==> src/rtl/cpu_pkg.sv <==
`default_nettype none
// ============================================================================
//  Module      : cpu_pkg
//  Description : Shared constants and the fetch-queue entry type for the
//                core front end.
//  Revision    : 1.0 - initial release
// ============================================================================
package cpu_pkg;

   localparam int                      XLEN_DEFAULT     = 32;
   localparam logic [XLEN_DEFAULT-1:0] RESET_PC_DEFAULT = 32'h0000_0000;

   // One buffered fetch: the instruction word and the address it came from.
   typedef struct packed {
      logic [XLEN_DEFAULT-1:0] pc;
      logic [XLEN_DEFAULT-1:0] inst;
   } fetch_entry_t;

endpackage
`default_nettype wire

==> src/rtl/sync_fifo.sv <==
`default_nettype none
// ============================================================================
//  Module      : sync_fifo
//  Description : Single-clock FIFO with occupancy output and a synchronous
//                flush. The head entry is read straight from storage and is
//                forced to zero while the FIFO is empty.
//  Revision    : 1.0 - initial release
// ============================================================================
module sync_fifo #(
   parameter int WIDTH = 64,
   parameter int DEPTH = 4
) (
   input  logic                   clk,
   input  logic                   rst_n,
   input  logic                   flush_i,
   input  logic                   push_i,
   input  logic [WIDTH-1:0]       data_i,
   input  logic                   pop_i,
   output logic                   valid_o,
   output logic [WIDTH-1:0]       data_o,
   output logic [$clog2(DEPTH):0] count_o
);

   localparam int             PTR_W = $clog2(DEPTH);
   localparam logic [PTR_W:0] FULL  = (PTR_W+1)'(DEPTH);

   logic [WIDTH-1:0] mem_q [DEPTH];
   logic [PTR_W-1:0] wr_ptr_q, wr_ptr_d;
   logic [PTR_W-1:0] rd_ptr_q, rd_ptr_d;
   logic [PTR_W:0]   count_q,  count_d;
   logic             do_push;
   logic             do_pop;

   // Flush dominates: anything pushed or popped in a flush cycle is discarded.
   assign do_push = push_i & ~flush_i & (count_q != FULL);
   assign do_pop  = pop_i  & ~flush_i & (count_q != '0);

   // Pointer and occupancy next-state; flush returns to the empty state.
   always_comb begin
      wr_ptr_d = wr_ptr_q;
      rd_ptr_d = rd_ptr_q;
      count_d  = count_q;
      if (flush_i) begin
         wr_ptr_d = '0;
         rd_ptr_d = '0;
         count_d  = '0;
      end else begin
         if (do_push) wr_ptr_d = wr_ptr_q + 1'b1;
         if (do_pop)  rd_ptr_d = rd_ptr_q + 1'b1;
         count_d = count_q + (PTR_W+1)'(do_push) - (PTR_W+1)'(do_pop);
      end
   end

   // Control state register with asynchronous reset.
   always_ff @(posedge clk or negedge rst_n) begin
      if (!rst_n) begin
         wr_ptr_q <= '0;
         rd_ptr_q <= '0;
         count_q  <= '0;
      end else begin
         wr_ptr_q <= wr_ptr_d;
         rd_ptr_q <= rd_ptr_d;
         count_q  <= count_d;
      end
   end

   // Entry storage; contents are don't-care until counted as valid.
   always_ff @(posedge clk) begin
      if (do_push) mem_q[wr_ptr_q] <= data_i;
   end

   assign valid_o = (count_q != '0);
   assign data_o  = valid_o ? mem_q[rd_ptr_q] : '0;
   assign count_o = count_q;

endmodule
`default_nettype wire

==> src/rtl/fetch_queue.sv <==
`default_nettype none
// ============================================================================
//  Module      : fetch_queue
//  Description : Instruction-fetch front end. Issues sequential word-aligned
//                fetch requests, accepts in-order variable-latency responses,
//                buffers {pc, inst} pairs and flushes on redirect.
//  Revision    : 1.0 - initial release
// ============================================================================
module fetch_queue
   import cpu_pkg::*;
#(
   parameter int              XLEN     = XLEN_DEFAULT,
   parameter int              DEPTH    = 4,
   parameter logic [XLEN-1:0] RESET_PC = XLEN'(RESET_PC_DEFAULT)
) (
   input  logic            clk,
   input  logic            rst_n,
   output logic            imem_req_valid,
   input  logic            imem_req_ready,
   output logic [XLEN-1:0] imem_req_addr,
   input  logic            imem_rsp_valid,
   input  logic [XLEN-1:0] imem_rsp_data,
   input  logic            redirect_valid,
   input  logic [XLEN-1:0] redirect_pc,
   output logic            inst_valid,
   input  logic            inst_ready,
   output logic [XLEN-1:0] inst_data,
   output logic [XLEN-1:0] inst_pc,
   output logic [XLEN-1:0] inst_pc_plus_4
);

   localparam int             CNT_W   = $clog2(DEPTH) + 1;
   localparam logic [CNT_W:0] DEPTH_W = (CNT_W+1)'(DEPTH);

   logic [XLEN-1:0]  fetch_pc_q, fetch_pc_d;
   logic [XLEN-1:0]  rsp_pc_q,   rsp_pc_d;
   logic [CNT_W-1:0] outst_q,    outst_d;
   logic [CNT_W-1:0] drop_q,     drop_d;
   logic [CNT_W-1:0] fifo_count;
   logic [CNT_W:0]   inflight;
   logic [XLEN-1:0]  redirect_base;
   logic             req_fire;
   logic             push;
   logic             pop;

   // Low two bits of the redirect target are simply cleared.
   assign redirect_base = redirect_pc & ~XLEN'(3);

   // Buffered plus in-flight entries never exceed DEPTH, so every response
   // that is kept always has a free FIFO slot waiting for it.
   assign inflight       = {1'b0, fifo_count} + {1'b0, outst_q};
   assign imem_req_valid = rst_n & ~redirect_valid & (inflight < DEPTH_W);
   assign imem_req_addr  = imem_req_valid ? fetch_pc_q : '0;
   assign req_fire       = imem_req_valid & imem_req_ready;

   // Responses are kept only when nothing stale is still due and no redirect
   // is squashing the current cycle.
   assign push = imem_rsp_valid & ~redirect_valid & (drop_q == '0);
   assign pop  = inst_valid & inst_ready;

   // Fetch/response PC and in-flight bookkeeping.
   always_comb begin
      fetch_pc_d = fetch_pc_q;
      rsp_pc_d   = rsp_pc_q;
      drop_d     = drop_q;
      outst_d    = outst_q + CNT_W'(req_fire) - CNT_W'(imem_rsp_valid);
      if (redirect_valid) begin
         fetch_pc_d = redirect_base;
         rsp_pc_d   = redirect_base;
         // drop_q is already a subset of outst_q, so after a redirect every
         // request still in flight is stale: drop exactly what remains
         // outstanding once this cycle's response (if any) is retired.
         drop_d     = outst_q - CNT_W'(imem_rsp_valid);
      end else begin
         if (req_fire) fetch_pc_d = fetch_pc_q + XLEN'(4);
         if (imem_rsp_valid) begin
            if (drop_q != '0) drop_d   = drop_q - CNT_W'(1);
            else              rsp_pc_d = rsp_pc_q + XLEN'(4);
         end
      end
   end

   // Front-end state registers with asynchronous reset.
   always_ff @(posedge clk or negedge rst_n) begin
      if (!rst_n) begin
         fetch_pc_q <= RESET_PC;
         rsp_pc_q   <= RESET_PC;
         outst_q    <= '0;
         drop_q     <= '0;
      end else begin
         fetch_pc_q <= fetch_pc_d;
         rsp_pc_q   <= rsp_pc_d;
         outst_q    <= outst_d;
         drop_q     <= drop_d;
      end
   end

   sync_fifo #(
      .WIDTH (2*XLEN),
      .DEPTH (DEPTH)
   ) u_fifo (
      .clk     (clk),
      .rst_n   (rst_n),
      .flush_i (redirect_valid),
      .push_i  (push),
      .data_i  ({rsp_pc_q, imem_rsp_data}),
      .pop_i   (pop),
      .valid_o (inst_valid),
      .data_o  ({inst_pc, inst_data}),
      .count_o (fifo_count)
   );

   assign inst_pc_plus_4 = inst_valid ? (inst_pc + XLEN'(4)) : '0;

   a_outst_bound: assert property (@(posedge clk) disable iff (!rst_n)
      outst_q <= CNT_W'(DEPTH));
   a_drop_le_outst: assert property (@(posedge clk) disable iff (!rst_n)
      drop_q <= outst_q);
   a_no_unrequested_rsp: assert property (@(posedge clk) disable iff (!rst_n)
      !(imem_rsp_valid && (outst_q == '0)));

endmodule
`default_nettype wire

==> config.mk <==
export PLATFORM = sky130hd
export DESIGN_NAME = fetch_queue
export DESIGN_NICKNAME = d
export VERILOG_FILES = /design/src/rtl/cpu_pkg.sv /design/src/rtl/sync_fifo.sv /design/src/rtl/fetch_queue.sv
export SDC_FILE = /design/constraint.sdc
export NUM_CORES = 1
export LEC_CHECK = 0
export CAP_MARGIN = 20
export CELL_PAD_IN_SITES_DETAIL_PLACEMENT = 0
export CELL_PAD_IN_SITES_GLOBAL_PLACEMENT = 2
export CORE_UTILIZATION = 45
export DETAILED_ROUTE_END_ITERATION = 8
export DONT_BUFFER_PORTS = 1
export HOLD_SLACK_MARGIN = 0.05
export PLACE_DENSITY_LB_ADDON = 0.3
export SETUP_SLACK_MARGIN = 0.02
export SYNTH_ARGS = -nofsm -noshare
export SYNTH_HDL_FRONTEND = slang
export SYNTH_SLANG_ARGS = --single-unit
==> constraint.sdc <==
create_clock -name clk -period 3.7 [get_ports clk]
set_input_delay 0.185 -clock clk [delete_from_list [all_inputs] [get_ports clk]]
set_output_delay 0.185 -clock clk [all_outputs]
set_load 0.01 [all_outputs]
### Word-level counts from Yosys, hierarchy flattened

Memory sizes are Yosys's and may differ from the RTL's.
Cells that the tools add are included.

* bits in registers: 77
* RAM bits: 256
* input bits: 70
* output and inout bits: 130
* logic and storage cells: 62
* memories: 1

Memory list
* u_fifo.mem_q: words 4, bits a word 64, read ports 1, clocked after Yosys merged registers in 0, wr ports 1, line sync_fifo.sv:27 `logic [WIDTH-1:0] mem_q [DEPTH];`

* add/sub/neg operators: 12
* $lt $le $gt $ge: 1
* equal/unequal tests: 2
* mux-type cells: 18
* bitwise operators: 11
* reduce and logical (&&, ||, !) cells: 10

Operators with widths (number)
* 2-to-1 mux 32 bit: 7
* adder 32 x 3 -> 32 bit, second input constant: 3
* 2-to-1 mux 64 bit: 1
* 2-to-1 mux 3 bit: 4
* AND 1 bit: 10
* nonzero test 2 bit: 5
* subtractor 3 x 1 -> 3 bit: 3
* 2-to-1 mux 2 bit: 4
* adder 3 x 1 -> 3 bit: 2
* nonzero test 3 bit: 2
* adder 2 x 1 -> 2 bit, second input constant: 2
* adder 3 x 3 -> 4 bit: 1
* < comparator 4 x 3 -> 1 bit, second input constant: 1
* AND reduction 2 bit: 2
* zero test 3 bit: 1
* != test 3 bit, second input constant: 1
* subtractor 3 x 1 -> 3 bit, second input constant: 1
* 2-to-1 mux 1 bit: 2
* != test 2 bit, second input constant: 1
* NOT 1 bit: 1

### Longest topological paths before layout

* depth in word-level cells: 8
* depth in mapped cells: 13
* mapped depth without buffers: 11

### Cells and area by module

Synthesis repeated with hierarchy kept, for this count alone.

* cell total of the unflattened synthesis: 1064
* area total of the unflattened synthesis: 15127.0 um2

By module, submodules not included
* sync_fifo: instances 1, cells each 450, area an instance 10108.4 um2, seq. area each 7862.5 um2
* fetch_queue: instances 1, cells each 614, area an instance 5018.6 um2, seq. area each 1651.6 um2

### Worst setup path before layout

Ideal clock, no wire load.

* path type: register to register
* from: register drop_q[0]
* to: memory u_fifo.mem_q[0][0], enable pin
* library setup time: 0.426 ns
* arrival time: 2.969 ns
* data required time: 3.274 ns
* path slack: 0.304 ns
* stages on the path, launching flop included: 6
* buffers on the path: 0
* clock period less this slack: 3.396 ns
* cell sequence: dfrtp_1 inv_1 ha_1 nand3b_1 a211oi_1 and2_1

* cells in the longest elaborated chain, start to end: 6

Ends and longest elaborated chain
* start: declaration: line fetch_queue.sv:38 `logic [CNT_W-1:0] drop_q, drop_d;`
* start signal: assignment: line fetch_queue.sv:94 `drop_q <= drop_d;`
* zero test 3 bit: line fetch_queue.sv:58 `assign push = imem_rsp_valid & ~redirect_valid & (drop_q == '0);`
* AND 1 bit: line fetch_queue.sv:58
* AND 1 bit (2 in series): line sync_fifo.sv:35 `assign do_push = push_i & ~flush_i & (count_q != FULL);`
* 2-to-1 mux 1 bit: line sync_fifo.sv:69 `if (do_push) mem_q[wr_ptr_q] <= data_i;`
* 2-to-1 mux 1 bit (not written as such): line sync_fifo.sv:69
* end: declaration: line sync_fifo.sv:27

Every way passes these cells.

### Worst setup path after layout

* from: register u_fifo.rd_ptr_q[0]
* to: output inst_pc_plus_4[23]

* cells in the longest elaborated chain, start to end: 4

Ends and longest elaborated chain
* start: declaration: line sync_fifo.sv:29 `logic [PTR_W-1:0] rd_ptr_q, rd_ptr_d;`
* start signal: assignment: line sync_fifo.sv:62 `rd_ptr_q <= rd_ptr_d;`
* memory (4 x 64 bit)
* 2-to-1 mux 64 bit: line sync_fifo.sv:73 `assign data_o = valid_o ? mem_q[rd_ptr_q] : '0;`
* adder 32 x 3 -> 32 bit: line fetch_queue.sv:113 `assign inst_pc_plus_4 = inst_valid ? (inst_pc + XLEN'(4)) : '0;`
* 2-to-1 mux 32 bit: line fetch_queue.sv:113
* end: declaration: line fetch_queue.sv:29 `output logic [XLEN-1:0] inst_pc_plus_4`

Every way passes these cells.

==> results.yml <==
floorplanning:
  num_rows: 66
  io-pin-count: 200
  dieArea_um2: 33800
  die_w_um: 184
  initial_core_util_pct: 45.7
  die_y_um: 184
  coreArea_um2: 32500
yosys:
  yosys.area_share.xor_xnor_pct: 2.77
  ys_ff_latch: 321
  synth_top_family_by_area: "simple AND/OR/NAND/NOR gates"
  synth_top_area_cell: "edfxtp_1"
  seq_area_frac_synth_pct: 62.4
  synth-compound-area-share_pct: 5.33
  synthArstFlopShare_pct: 22.7
  synth_top_area_share_pct: 50.1
  yosysWarnings: 0
  synth_area_um2: 14900
  synthAdderAreaFrac_pct: 1.70
  synth_area_leaders: "edfxtp_1 (50%), dfrtp_1 (12%), mux4_2 (6.5%)"
  synthSimpleGateAreaFrac_pct: 13.5
  syn_area_per_cell_um2: 14.2
  synth_edf_count: 248
  synth.mux.area_fraction_pct: 11.3
  syn_inst: 1044
  ys_types: 51
  synth_flop_cell: "edfxtp_1"
cts:
  cts_buffers: 35
  h-tree-depth: 2
  clk_pin_slew_ps: 60
  clock_latency_ps: 510
  clockBufferDepth: 3
  cts.sinks: 321
  cts_tree: "done"
  cts_root_buffer: "clkbuf_16"
setup_path:
  crit_arrival_ps: 3350
  critPathCaptureType: "output port"
  required_ps: 3510
  critPathMaxFanout: 18
  cp-start-kind: "flop"
  crit_type: "flop to output port"
finish:
  instances_no_fill: 1593
  final_cell_area_um2: 17300
  final_nets: 1213
  post_route_cells_drive_above_1_share_pct: 14.0
  area_growth_pct: 16.4
global_route:
  antenna_found_initial: 1
  grt_pass1_vias: 8956
  grt_use_total_pct: 20.3
  overflow: 0
  grt_pass1_wl_um: 52400
  grt_max_degree: 74
pwr:
  vdd_drop_max_mv: 0.320
  p_total_w: 0.0105
  power_density_nw_per_um2: 605
  p_leak_nw: 5.82
route:
  route.detailed.drc: 0
  drt-initial-drc-count: 576
  firstDrtPassIters: 5
  drt-total-wl_um: 33800
  routed_via_density: 5.64
  wl_per_cell_um: 21.2
  drtAntennaViolNets: 0
  routed-via-count: 8988
placed_design:
  dp.final_hpwl_um: 21200
  dp_cells: 1455
  placed_cell_area_um2: 15400
  io_buffers: 0
  place_congestion: 0.788
sta:
  finalSetupViolations: 0
  tightest_slew_ps: 639
  hold_violations: 0
  finClkSkew_ps: 22.2
  max_slew_margin_pct: 57.0
  fin_crit_sh_pct: 95.6
  final.min_clock_period_ps: 3540
  slew_viol_final: 0
  rsz0062_at_grt: "yes"
  fmax_mhz: 283
job:
  cap_violations: 0
hold_path:
  min_path_type: "input port to flop"
outcome:
  status: "complete, no violations"
worst max-delay path, cell delays in order, from the launching register on:
cell	delay, ps
dfrtp_4	530
buf_4	180
buf_4	200
mux4_2	390
nand4_1	90
or4_1	400
buf_4	220
nor4_2	400
mux2_2	410
layer usage:
layer / share of wire [%] / up-vias / track usage (%)
met2: 44 / 257 / 31.0
met3: 5.5 / 38 / 3.21
met4: 1.6 / 0 / 4.77
met5: 0 / - / 0
met1: 48 / 4518 / 30.4
li1: - / 4175 / -
cell usage in the layout (no fill, tap or decap), types with 19 or more instances in the layout:
| master | n |
|---|---|
| clkbuf_16 | 37 |
| dfrtp_1 | 71 |
| nand2_1 | 75 |
| nor2_1 | 40 |
| xnor2_1 | 33 |
| o21ai_0 | 50 |
| dlygate4sd3_1 | 67 |
| mux4_2 | 46 |
| edfxtp_1 | 248 |
| nand4_1 | 19 |
| and2_1 | 95 |
| inv_1 | 24 |
| buf_4 | 28 |
| nor4_1 | 19 |
| a21oi_1 | 21 |
| nand3_1 | 31 |
flip-flops by register name, indices dropped and copies added, names as in the netlist:
signal           flops
u_fifo.mem_q       248
fetch_pc_q          30
rsp_pc_q            30
drop_q               3
outst_q              3
u_fifo.count_o       3
u_fifo.rd_ptr_q      2
u_fifo.wr_ptr_q      2
cell type report:
class	instances	area (um2)
Multi-Input combinational cell	635	5180
Timing Repair Buffer	105	1070
Clock inverter	16	133
Clock buffer	47	973
Fill cell	2776	15200
Sequential cell	321	9280
Tap cell	442	553
Antenna cell	1	2.50
Inverter	26	97.6
per-stage QoR:
| stage | setup WS [ps] | utilization (%) | setup TNS [ps] | hold slack [ps] |
|---|---|---|---|---|
| 2_1_floorplan | 304 | - | 0 | -111 |
| 3_3_place_gp | 497 | 47.4 | 0 | -108 |
| 3_5_place_dp | 479 | 47.4 | 0 | -108 |
| 4_1_cts | 44.2 | 53.0 | 0 | 58.2 |
| 5_1_grt | -2.21 | 53.1 | -2.21 | 85.7 |
| 6_report | 164 | 53.1 | 0 | 74.6 |
path summary, 6_finish.rpt:
check / depth (start not counted) / startpoint / to / slack [ps]
setup / recovery: 8 / u_fifo.rd_ptr_q[0] / inst_pc_plus_4[23] / 160
hold / removal: 4 / imem_rsp_valid / drop_q[0] / 70
setup reg to reg: 10 / outst_q[2] / outst_q[2] / 820
hold reg to reg: 1 / fetch_pc_q[13] / fetch_pc_q[13] / 560
max in group asynchronous: 2 / rst_n / u_fifo.rd_ptr_q[1] / 3120
min in group asynchronous: 2 / rst_n / fetch_pc_q[26] / 220
what timing repair did:
action | CTS | global route
setup endpoints to repair | 9 | 11
gates resized for setup | 2 | 7
buffers inserted | 1 | 4
endpoints found under the hold margin | 271 | 0
hold buffers | 69 | 0
power breakdown:
group | leakage [nW] | switching (W) | internal (W)
Clock | 0.538 | 0.00136 | 0.00199
Combinational | 2.16 | 0.00169 | 0.00108
Sequential | 3.12 | 0.000225 | 0.00411
Total | 5.82 | 0.00328 | 0.00718
logic make-up (layout without fill, tap and decap cells):
group / count (synthesis) / in the layout
buffers and inverters: 93 / 194
XOR/XNOR: 47 / 47
flip-flops: 321 / 321
AO/OA/AOI/OAI: 126 / 126
adder cells (fa/ha/maj): 19 / 19
multiplexers: 78 / 78
other: 1 / 7
AND/OR/NAND/NOR: 359 / 359
synth_stat cells (21+ instances only):
| master | instances |
|---|---|
| mux4_1 | 21 |
| and2_1 | 99 |
| nand3_1 | 31 |
| a21oi_1 | 21 |
| edfxtp_1 | 248 |
| clkbuf_1 | 42 |
| nor2_1 | 40 |
| dfrtp_1 | 73 |
| inv_1 | 25 |
| nand2_1 | 75 |
| mux4_2 | 43 |
| xnor2_1 | 33 |
| nor4_1 | 22 |
| o21ai_0 | 50 |
No activity file was read; power rests on OpenSTA's default activity.
